**src/rtl/mini_alu_pipe_if.sv**
```systemverilog
// mini_alu_pipe_if: bus between the mini_alu_pipe core and its board top.
//   iEnable      1=pipeline advances, 0=everything holds
//   iInstruction instruction word at oIP, {op[3:0], dst, src1, src0}
//   oIP          fetch address
//   oLed         LED register
//   oLedStrobe   one-cycle pulse when oLed updates
//   oHalted      high after HLT executes, until reset
//   oDbgState    core run/halt state (0=run, 1=halt), for checkers
// Handshake: there is no valid/ready pair. iInstruction must be valid in the
// same cycle as oIP; it is captured on every rising edge where iEnable=1.
// master = board/bench side, slave = core side.
interface mini_alu_pipe_if #(
   parameter int FIELD_WIDTH = 8,
   parameter int LED_WIDTH   = 8
);
   logic                       iEnable;
   logic [4+3*FIELD_WIDTH-1:0] iInstruction;
   logic [FIELD_WIDTH-1:0]     oIP;
   logic [LED_WIDTH-1:0]       oLed;
   logic                       oLedStrobe;
   logic                       oHalted;
   logic                       oDbgState;

   modport master (
      output iEnable, iInstruction,
      input  oIP, oLed, oLedStrobe, oHalted, oDbgState
   );
   modport slave (
      input  iEnable, iInstruction,
      output oIP, oLed, oLedStrobe, oHalted, oDbgState
   );
endinterface

```
**src/rtl/mini_alu_pipe.sv**
```systemverilog
// mini_alu_pipe: 3-stage (Fetch / Execute / Writeback) ALU core with an
// internal register file, W->X forwarding, branch squash and HALT.
//   Clock  rising-edge clock
//   Reset  asynchronous active-low reset, clears all state
//   bus    mini_alu_pipe_if.slave (enable, instruction in; IP, LED, status out)
module mini_alu_pipe #(
   parameter int DATA_WIDTH  = 16,
   parameter int FIELD_WIDTH = 8,
   parameter int REG_AW      = 4,
   parameter int LED_WIDTH   = 8
) (
   input logic             Clock,
   input logic             Reset,
   mini_alu_pipe_if.slave  bus
);
   localparam int IW = 4 + 3*FIELD_WIDTH;

   localparam logic [3:0] OP_LED = 4'd1, OP_BLE = 4'd2, OP_STO = 4'd3,
                          OP_ADD = 4'd4, OP_JMP = 4'd5, OP_SUB = 4'd6,
                          OP_AND = 4'd7, OP_OR  = 4'd8, OP_SHL = 4'd9,
                          OP_SHR = 4'd10, OP_HLT = 4'd11;

   typedef enum logic {ST_RUN = 1'b0, ST_HALT = 1'b1} state_t;

   state_t                 state_q;
   logic [FIELD_WIDTH-1:0] ip_q;
   logic                   x_valid_q;
   logic [IW-1:0]          x_instr_q;
   logic                   w_valid_q;
   logic [REG_AW-1:0]      w_dst_q;
   logic [DATA_WIDTH-1:0]  w_data_q;
   logic [DATA_WIDTH-1:0]  rf_q [2**REG_AW];
   logic [LED_WIDTH-1:0]   led_q;
   logic                   strobe_q;

   // X-stage decode
   logic [3:0]             x_op;
   logic [FIELD_WIDTH-1:0] x_dst, x_s1, x_s0;
   logic [REG_AW-1:0]      s1_idx, s0_idx;
   logic [DATA_WIDTH-1:0]  opa, opb, imm, res_d;
   logic [DATA_WIDTH+2*FIELD_WIDTH-1:0] imm_ext;
   logic                   wen_d, taken_d, led_d, halt_d;

   assign {x_op, x_dst, x_s1, x_s0} = x_instr_q;
   assign s1_idx = x_s1[REG_AW-1:0];
   assign s0_idx = x_s0[REG_AW-1:0];

   // The W result has not reached the register file yet; take it directly.
   assign opa = (w_valid_q && w_dst_q == s1_idx) ? w_data_q : rf_q[s1_idx];
   assign opb = (w_valid_q && w_dst_q == s0_idx) ? w_data_q : rf_q[s0_idx];

   // Zero-extend then truncate so any DATA_WIDTH vs 2*FIELD_WIDTH works.
   assign imm_ext = {{DATA_WIDTH{1'b0}}, x_s1, x_s0};
   assign imm     = imm_ext[DATA_WIDTH-1:0];

   always_comb begin
      res_d   = '0;
      wen_d   = 1'b0;
      taken_d = 1'b0;
      led_d   = 1'b0;
      halt_d  = 1'b0;
      if (x_valid_q) begin
         case (x_op)
            OP_LED: led_d   = 1'b1;
            OP_BLE: taken_d = (opa <= opb);
            OP_JMP: taken_d = 1'b1;
            OP_HLT: halt_d  = 1'b1;
            OP_STO: begin wen_d = 1'b1; res_d = imm;         end
            OP_ADD: begin wen_d = 1'b1; res_d = opa + opb;   end
            OP_SUB: begin wen_d = 1'b1; res_d = opa - opb;   end
            OP_AND: begin wen_d = 1'b1; res_d = opa & opb;   end
            OP_OR:  begin wen_d = 1'b1; res_d = opa | opb;   end
            OP_SHL: begin wen_d = 1'b1; res_d = opa << opb[3:0]; end
            OP_SHR: begin wen_d = 1'b1; res_d = opa >> opb[3:0]; end
            default: ;
         endcase
      end
   end

   always_ff @(posedge Clock or negedge Reset) begin
      if (!Reset) begin
         state_q   <= ST_RUN;
         ip_q      <= '0;
         x_valid_q <= 1'b0;
         x_instr_q <= '0;
         w_valid_q <= 1'b0;
         w_dst_q   <= '0;
         w_data_q  <= '0;
         led_q     <= '0;
         strobe_q  <= 1'b0;
         for (int i = 0; i < 2**REG_AW; i++) rf_q[i] <= '0;
      end else if (!bus.iEnable) begin
         // A strobe swallowed by a hold is dropped, not replayed on resume.
         strobe_q <= 1'b0;
      end else begin
         strobe_q <= led_d;
         if (led_d) led_q <= opa[LED_WIDTH-1:0];
         if (w_valid_q) rf_q[w_dst_q] <= w_data_q;
         w_valid_q <= wen_d;
         w_dst_q   <= x_dst[REG_AW-1:0];
         w_data_q  <= res_d;
         case (state_q)
            ST_RUN: begin
               if (halt_d) begin
                  state_q   <= ST_HALT;
                  x_valid_q <= 1'b0;
               end else if (taken_d) begin
                  // Squash the instruction fetched alongside the branch.
                  ip_q      <= x_dst;
                  x_valid_q <= 1'b0;
               end else begin
                  ip_q      <= ip_q + FIELD_WIDTH'(1);
                  x_valid_q <= 1'b1;
                  x_instr_q <= bus.iInstruction;
               end
            end
            ST_HALT: x_valid_q <= 1'b0;
            default: state_q <= ST_RUN;
         endcase
      end
   end

   assign bus.oIP        = ip_q;
   assign bus.oLed       = led_q;
   assign bus.oLedStrobe = strobe_q & bus.iEnable;
   assign bus.oHalted    = (state_q == ST_HALT);
   assign bus.oDbgState  = state_q;
endmodule

```
**src/flat_wrapper.sv**
```systemverilog
// flat-port wrapper written by rule: the top's interface ports become plain ports
module mini_alu_pipe_flat 
#(
   parameter int DATA_WIDTH  = 16,
   parameter int FIELD_WIDTH = 8,
   parameter int REG_AW      = 4,
   parameter int LED_WIDTH   = 8
)
  (Clock, Reset, bus_iEnable, bus_iInstruction, bus_oIP, bus_oLed, bus_oLedStrobe, bus_oHalted, bus_oDbgState);
  mini_alu_pipe_if #(.FIELD_WIDTH(FIELD_WIDTH), .LED_WIDTH(LED_WIDTH)) bus_i ();
  input logic Clock;
  input logic Reset;
  input wire logic [$bits(bus_i.iEnable)-1:0] bus_iEnable;
  input wire logic [$bits(bus_i.iInstruction)-1:0] bus_iInstruction;
  output wire logic [$bits(bus_i.oIP)-1:0] bus_oIP;
  output wire logic [$bits(bus_i.oLed)-1:0] bus_oLed;
  output wire logic [$bits(bus_i.oLedStrobe)-1:0] bus_oLedStrobe;
  output wire logic [$bits(bus_i.oHalted)-1:0] bus_oHalted;
  output wire logic [$bits(bus_i.oDbgState)-1:0] bus_oDbgState;
  assign bus_i.iEnable = bus_iEnable;
  assign bus_i.iInstruction = bus_iInstruction;
  assign bus_oIP = bus_i.oIP;
  assign bus_oLed = bus_i.oLed;
  assign bus_oLedStrobe = bus_i.oLedStrobe;
  assign bus_oHalted = bus_i.oHalted;
  assign bus_oDbgState = bus_i.oDbgState;
  mini_alu_pipe #(.DATA_WIDTH(DATA_WIDTH), .FIELD_WIDTH(FIELD_WIDTH), .REG_AW(REG_AW), .LED_WIDTH(LED_WIDTH)) u_core (.Clock(Clock), .Reset(Reset), .bus(bus_i));
endmodule
```
**config.mk**
```make
export PLATFORM = sky130hd
export DESIGN_NAME = mini_alu_pipe_flat
export DESIGN_NICKNAME = d
export VERILOG_FILES = /design/src/rtl/mini_alu_pipe_if.sv /design/src/rtl/mini_alu_pipe.sv /design/src/flat_wrapper.sv
export SDC_FILE = /design/constraint.sdc
export NUM_CORES = 1
export LEC_CHECK = 0
export ABC_AREA = 0
export BUFFER_PORTS_ARGS = -buffer_cell sky130_fd_sc_hd__buf_2
export CORE_MARGIN = 8
export CORE_UTILIZATION = 56
export DETAILED_ROUTE_END_ITERATION = 7
export PLACE_DENSITY = 0.73
export SETUP_SLACK_MARGIN = 0.2
export SLEW_MARGIN = 20
export SYNTH_ARGS = -nofsm -noshare
export SYNTH_HDL_FRONTEND = slang
export SYNTH_SLANG_ARGS = --single-unit
```
**constraint.sdc**
```tcl
create_clock -name Clock -period 11.4 [get_ports Clock]
set_clock_uncertainty 0.1 [all_clocks]
set_input_delay 1.14 -clock Clock [delete_from_list [all_inputs] [get_ports Clock]]
set_output_delay 1.14 -clock Clock [all_outputs]
set_load 0.01 [all_outputs]
```
==> impl_metrics.csv <==
group,metric,value,unit
routing,dr.pass1.iters,6,
clock_tree,holdBufCountCts,0,
layout,final_common_cell,"dfrtp_1",
global_routing,grt_max_degree,107,
setup_path,cp_max_fo,40,
routing,final_antenna_net_count,0,
placed_design,portBuffers,49,
yosys,synth_top_area_share,0.399,
clock_tree,cts.path.max_buffers,3,
timing,slew_viol_final,0,
setup_path,worstPathCellList,"buf_4 > mux4_2 > mux4_2 > mux2_2 > buf_4 > ha_1 > fa_1 > o21bai_1 > a21o_1 > a21o_1 > o31ai_1 > a221o_1 > o31a_1 > o21ai_2 > nand2_1 > buf_4 > mux2_2",
yosys,synth_top_cell_by_area,"dfrtp_1",
job,max_cap_viol_count,0,
yosys,async_flop_share,1.00,
die,die_h,207,µm
clock_tree,post_cts_buffers,0,
timing,fin_crit,7.50,ns
timing,setup_violations,0,
die,rows,69,
clock_tree,cts.sinks,324,
die,die_area,42700,µm²
run_status,status,"complete, no violations",
timing,fmax,0.133,GHz
placed_design,dpl_cell_area,20900,µm²
placed_design,post-place-cells,1999,
yosys,yosys.cell_types.count,72,
setup_path,startpoint,"u_core.x_instr_q[0]",
setup_path,critPathLaunchType,"register",
clock_tree,clk_latency,0.55,ns
yosys,ys_seq_area_frac,0.399,
global_routing,grt_pass1_wl,89600,µm
min_path,min_from,"u_core.bus.oLed[3]",
clock_tree,root_buffer,"clkbuf_16",
timing,slew_headroom,0.253,
die,initial_utilization,0.570,
min_path,hp-class,"reg2reg",
yosys,synth_edf_count,0,
timing,hold-worst-slack,0.384,ns
routing,wire_per_inst,27.8,µm
power,power.density,190,nW/µm²
yosys,yosys_warnings,0,
global_routing,grt_pass1_vias,14500,
power,p_leak,9.88,nW
clock_tree,cts_inserted_buffers,37,
die,core-area,35700,µm²
yosys,ys_ff_latch,324,
layout,layout_common_cells,"319 x dfrtp_1, 311 x mux2_2, 161 x mux4_2, 70 x nor2_1, 69 x mux2i_1",
placed_design,dpl.hpwl,37300,µm
global_routing,grt_overflow,0,
setup_path,setup.worst_path.end_class,"register",
layout,instances_no_fill,2065,
routing,via_per_inst,6.82,
yosys,synthFlopType,"dfrtp_1",
global_routing,antenna_found_initial,0,
layout,diodes,0,
setup_path,required,11.73,ns
layout,syn_to_final_growth,8.45,%
layout,fin_area,22100,µm²
setup_path,critPathKind,"reg2reg",
yosys,syn_nets,1682,
routing,vias,14100,
routing,routed_wirelength,57300,µm
routing,drc_errors,0,
die,io_pins,50,
timing,setup_tns,0,ns
die,die_w,207,µm
layout,drive_above_1_share,0.403,
clock_tree,cts-resized-gates,0,
setup_path,crit_top_cell,"buf_4",
yosys,synth_area,20300,µm²
clock_tree,clk_pin_slew_worst_paths,0.06,ns
yosys,synthCells,1597,
clock_tree,htreeDepth,2,
timing,rsz0062_at_grt,"false",
setup_path,slowest_delay,0.80,ns
setup_path,crit_path_top_delay_cell,"dfrtp_4",
timing,min_period_over_period,0.658,
timing,tightestPinTransition,1.12,ns
placed_design,place.gp.congestion,0.972,
power,irDropWorstVdd,0.160,mV
global_routing,grt_usage,0.278,
setup_path,reg2reg_from,"u_core.x_instr_q[0]",
yosys,syn_avg_cell_area,12.7,µm²
yosys,synth_area_leaders,"dfrtp_1 40%, mux4_2 18%, mux2_2 17%",
clock_tree,cts_tree,"yes",
routing,drt_iter0_drc,1251,
timing,hold_viol_final,0,
layout,final_nets,1662,
setup_path,cp_data_arrival_time,7.83,ns
==> routing by layer <==
metal	global-route usage	up-vias	part of all wire	wire length (µm)
li1	-	6018	-	-
met1	0.382	7282	0.42	23900
met2	0.424	630	0.46	26200
met3	0.0481	163	0.076	4360
met4	0.141	0	0.050	2890
met5	0	-	0	0
==> synth_stat cells (all sizes together), types with 7 or more instances <==
cell	instances
o221ai	8
a22oi	11
and3	7
dfrtp	324
a21o	13
xnor2	13
a21oi	43
or3	7
nor2b	10
mux4	161
mux2	312
mux2i	71
nor2	80
nor3	25
ha	52
nand3	19
xor2	11
buf	47
a211oi	10
o21ai	49
nand2b	12
inv	51
nor4	10
nand2	52
o31ai	10
clkbuf	96
==> worst max-delay path, delay by kind of cell (launching register included) <==
family                     cells  cell delay (ns)
AOI/OAI and AO/OA              7             1.99
muxes                          4             1.66
buffers and inverters          3             1.44
DFF                            1             0.80
adders and majority gates      2             0.73
and+or+nand+nor                1             0.62
==> layout make-up <==
class | instances | area, µm²
Clock buffer | 52 | 1030
Clock inverter | 14 | 150
Timing Repair Buffer | 84 | 522
Fill cell | 2713 | 13600
Tap cell | 461 | 577
Sequential cell | 324 | 8120
Inverter | 51 | 191
Multi-Input combinational cell | 1079 | 11500
==> flip-flops by register name, summed over array words and instances, names as in the netlist <==
signal                count
u_core.strobe_q           1
u_core.bus.oLed           8
u_core.bus.oDbgState      1
u_core.rf_q             256
u_core.w_data_q          16
u_core.x_valid_q          1
u_core.bus.oIP            8
u_core.w_dst_q            4
u_core.x_instr_q         28
u_core.w_valid_q          1
==> cells by family after synthesis <==
kind of cell    Yosys count  synth area share
simple gates            240            0.0564
fa+ha+maj                54            0.0340
flops                   324             0.399
compound gates          217            0.0729
mux                     544             0.387
buf+inv                 194            0.0402
xor+xnor                 24            0.0103
==> worst paths after layout <==
| kind | end | slack (ns) | cells after the start |
|---|---|---|---|
| worst max register to register | u_core.x_instr_q[24] | 3.90 | 17 |
| worst max-delay path | u_core.x_instr_q[24] | 3.90 | 17 |
| worst min register to register | u_core.bus.oLed[3] | 0.38 | 2 |
| min in group asynchronous | u_core.bus.oIP[4] | 0.51 | 1 |
| max in group asynchronous | u_core.rf_q[139] | 9.14 | 2 |
| worst min-delay path | u_core.bus.oLed[3] | 0.38 | 2 |
==> through the flow <==
stage | setup slack (ns) | total power, mW | util
2_1_floorplan | 5.85 | 2.61 | -
3_3_place_gp | 3.95 | 3.01 | 0.585
3_5_place_dp | 3.87 | 3.03 | 0.585
4_1_cts | 3.85 | 4.21 | 0.618
5_1_grt | 3.37 | 4.39 | 0.619
6_report | 3.90 | 4.19 | 0.619
==> power by group <==
group | total (mW) | leakage [nW] | internal [mW] | switching (mW)
combinational | 1.48 | 4.89 | 0.669 | 0.808
clock | 1.16 | 0.575 | 0.683 | 0.482
sequential | 1.55 | 4.42 | 1.29 | 0.261
(Power assumes the default switching activity.)
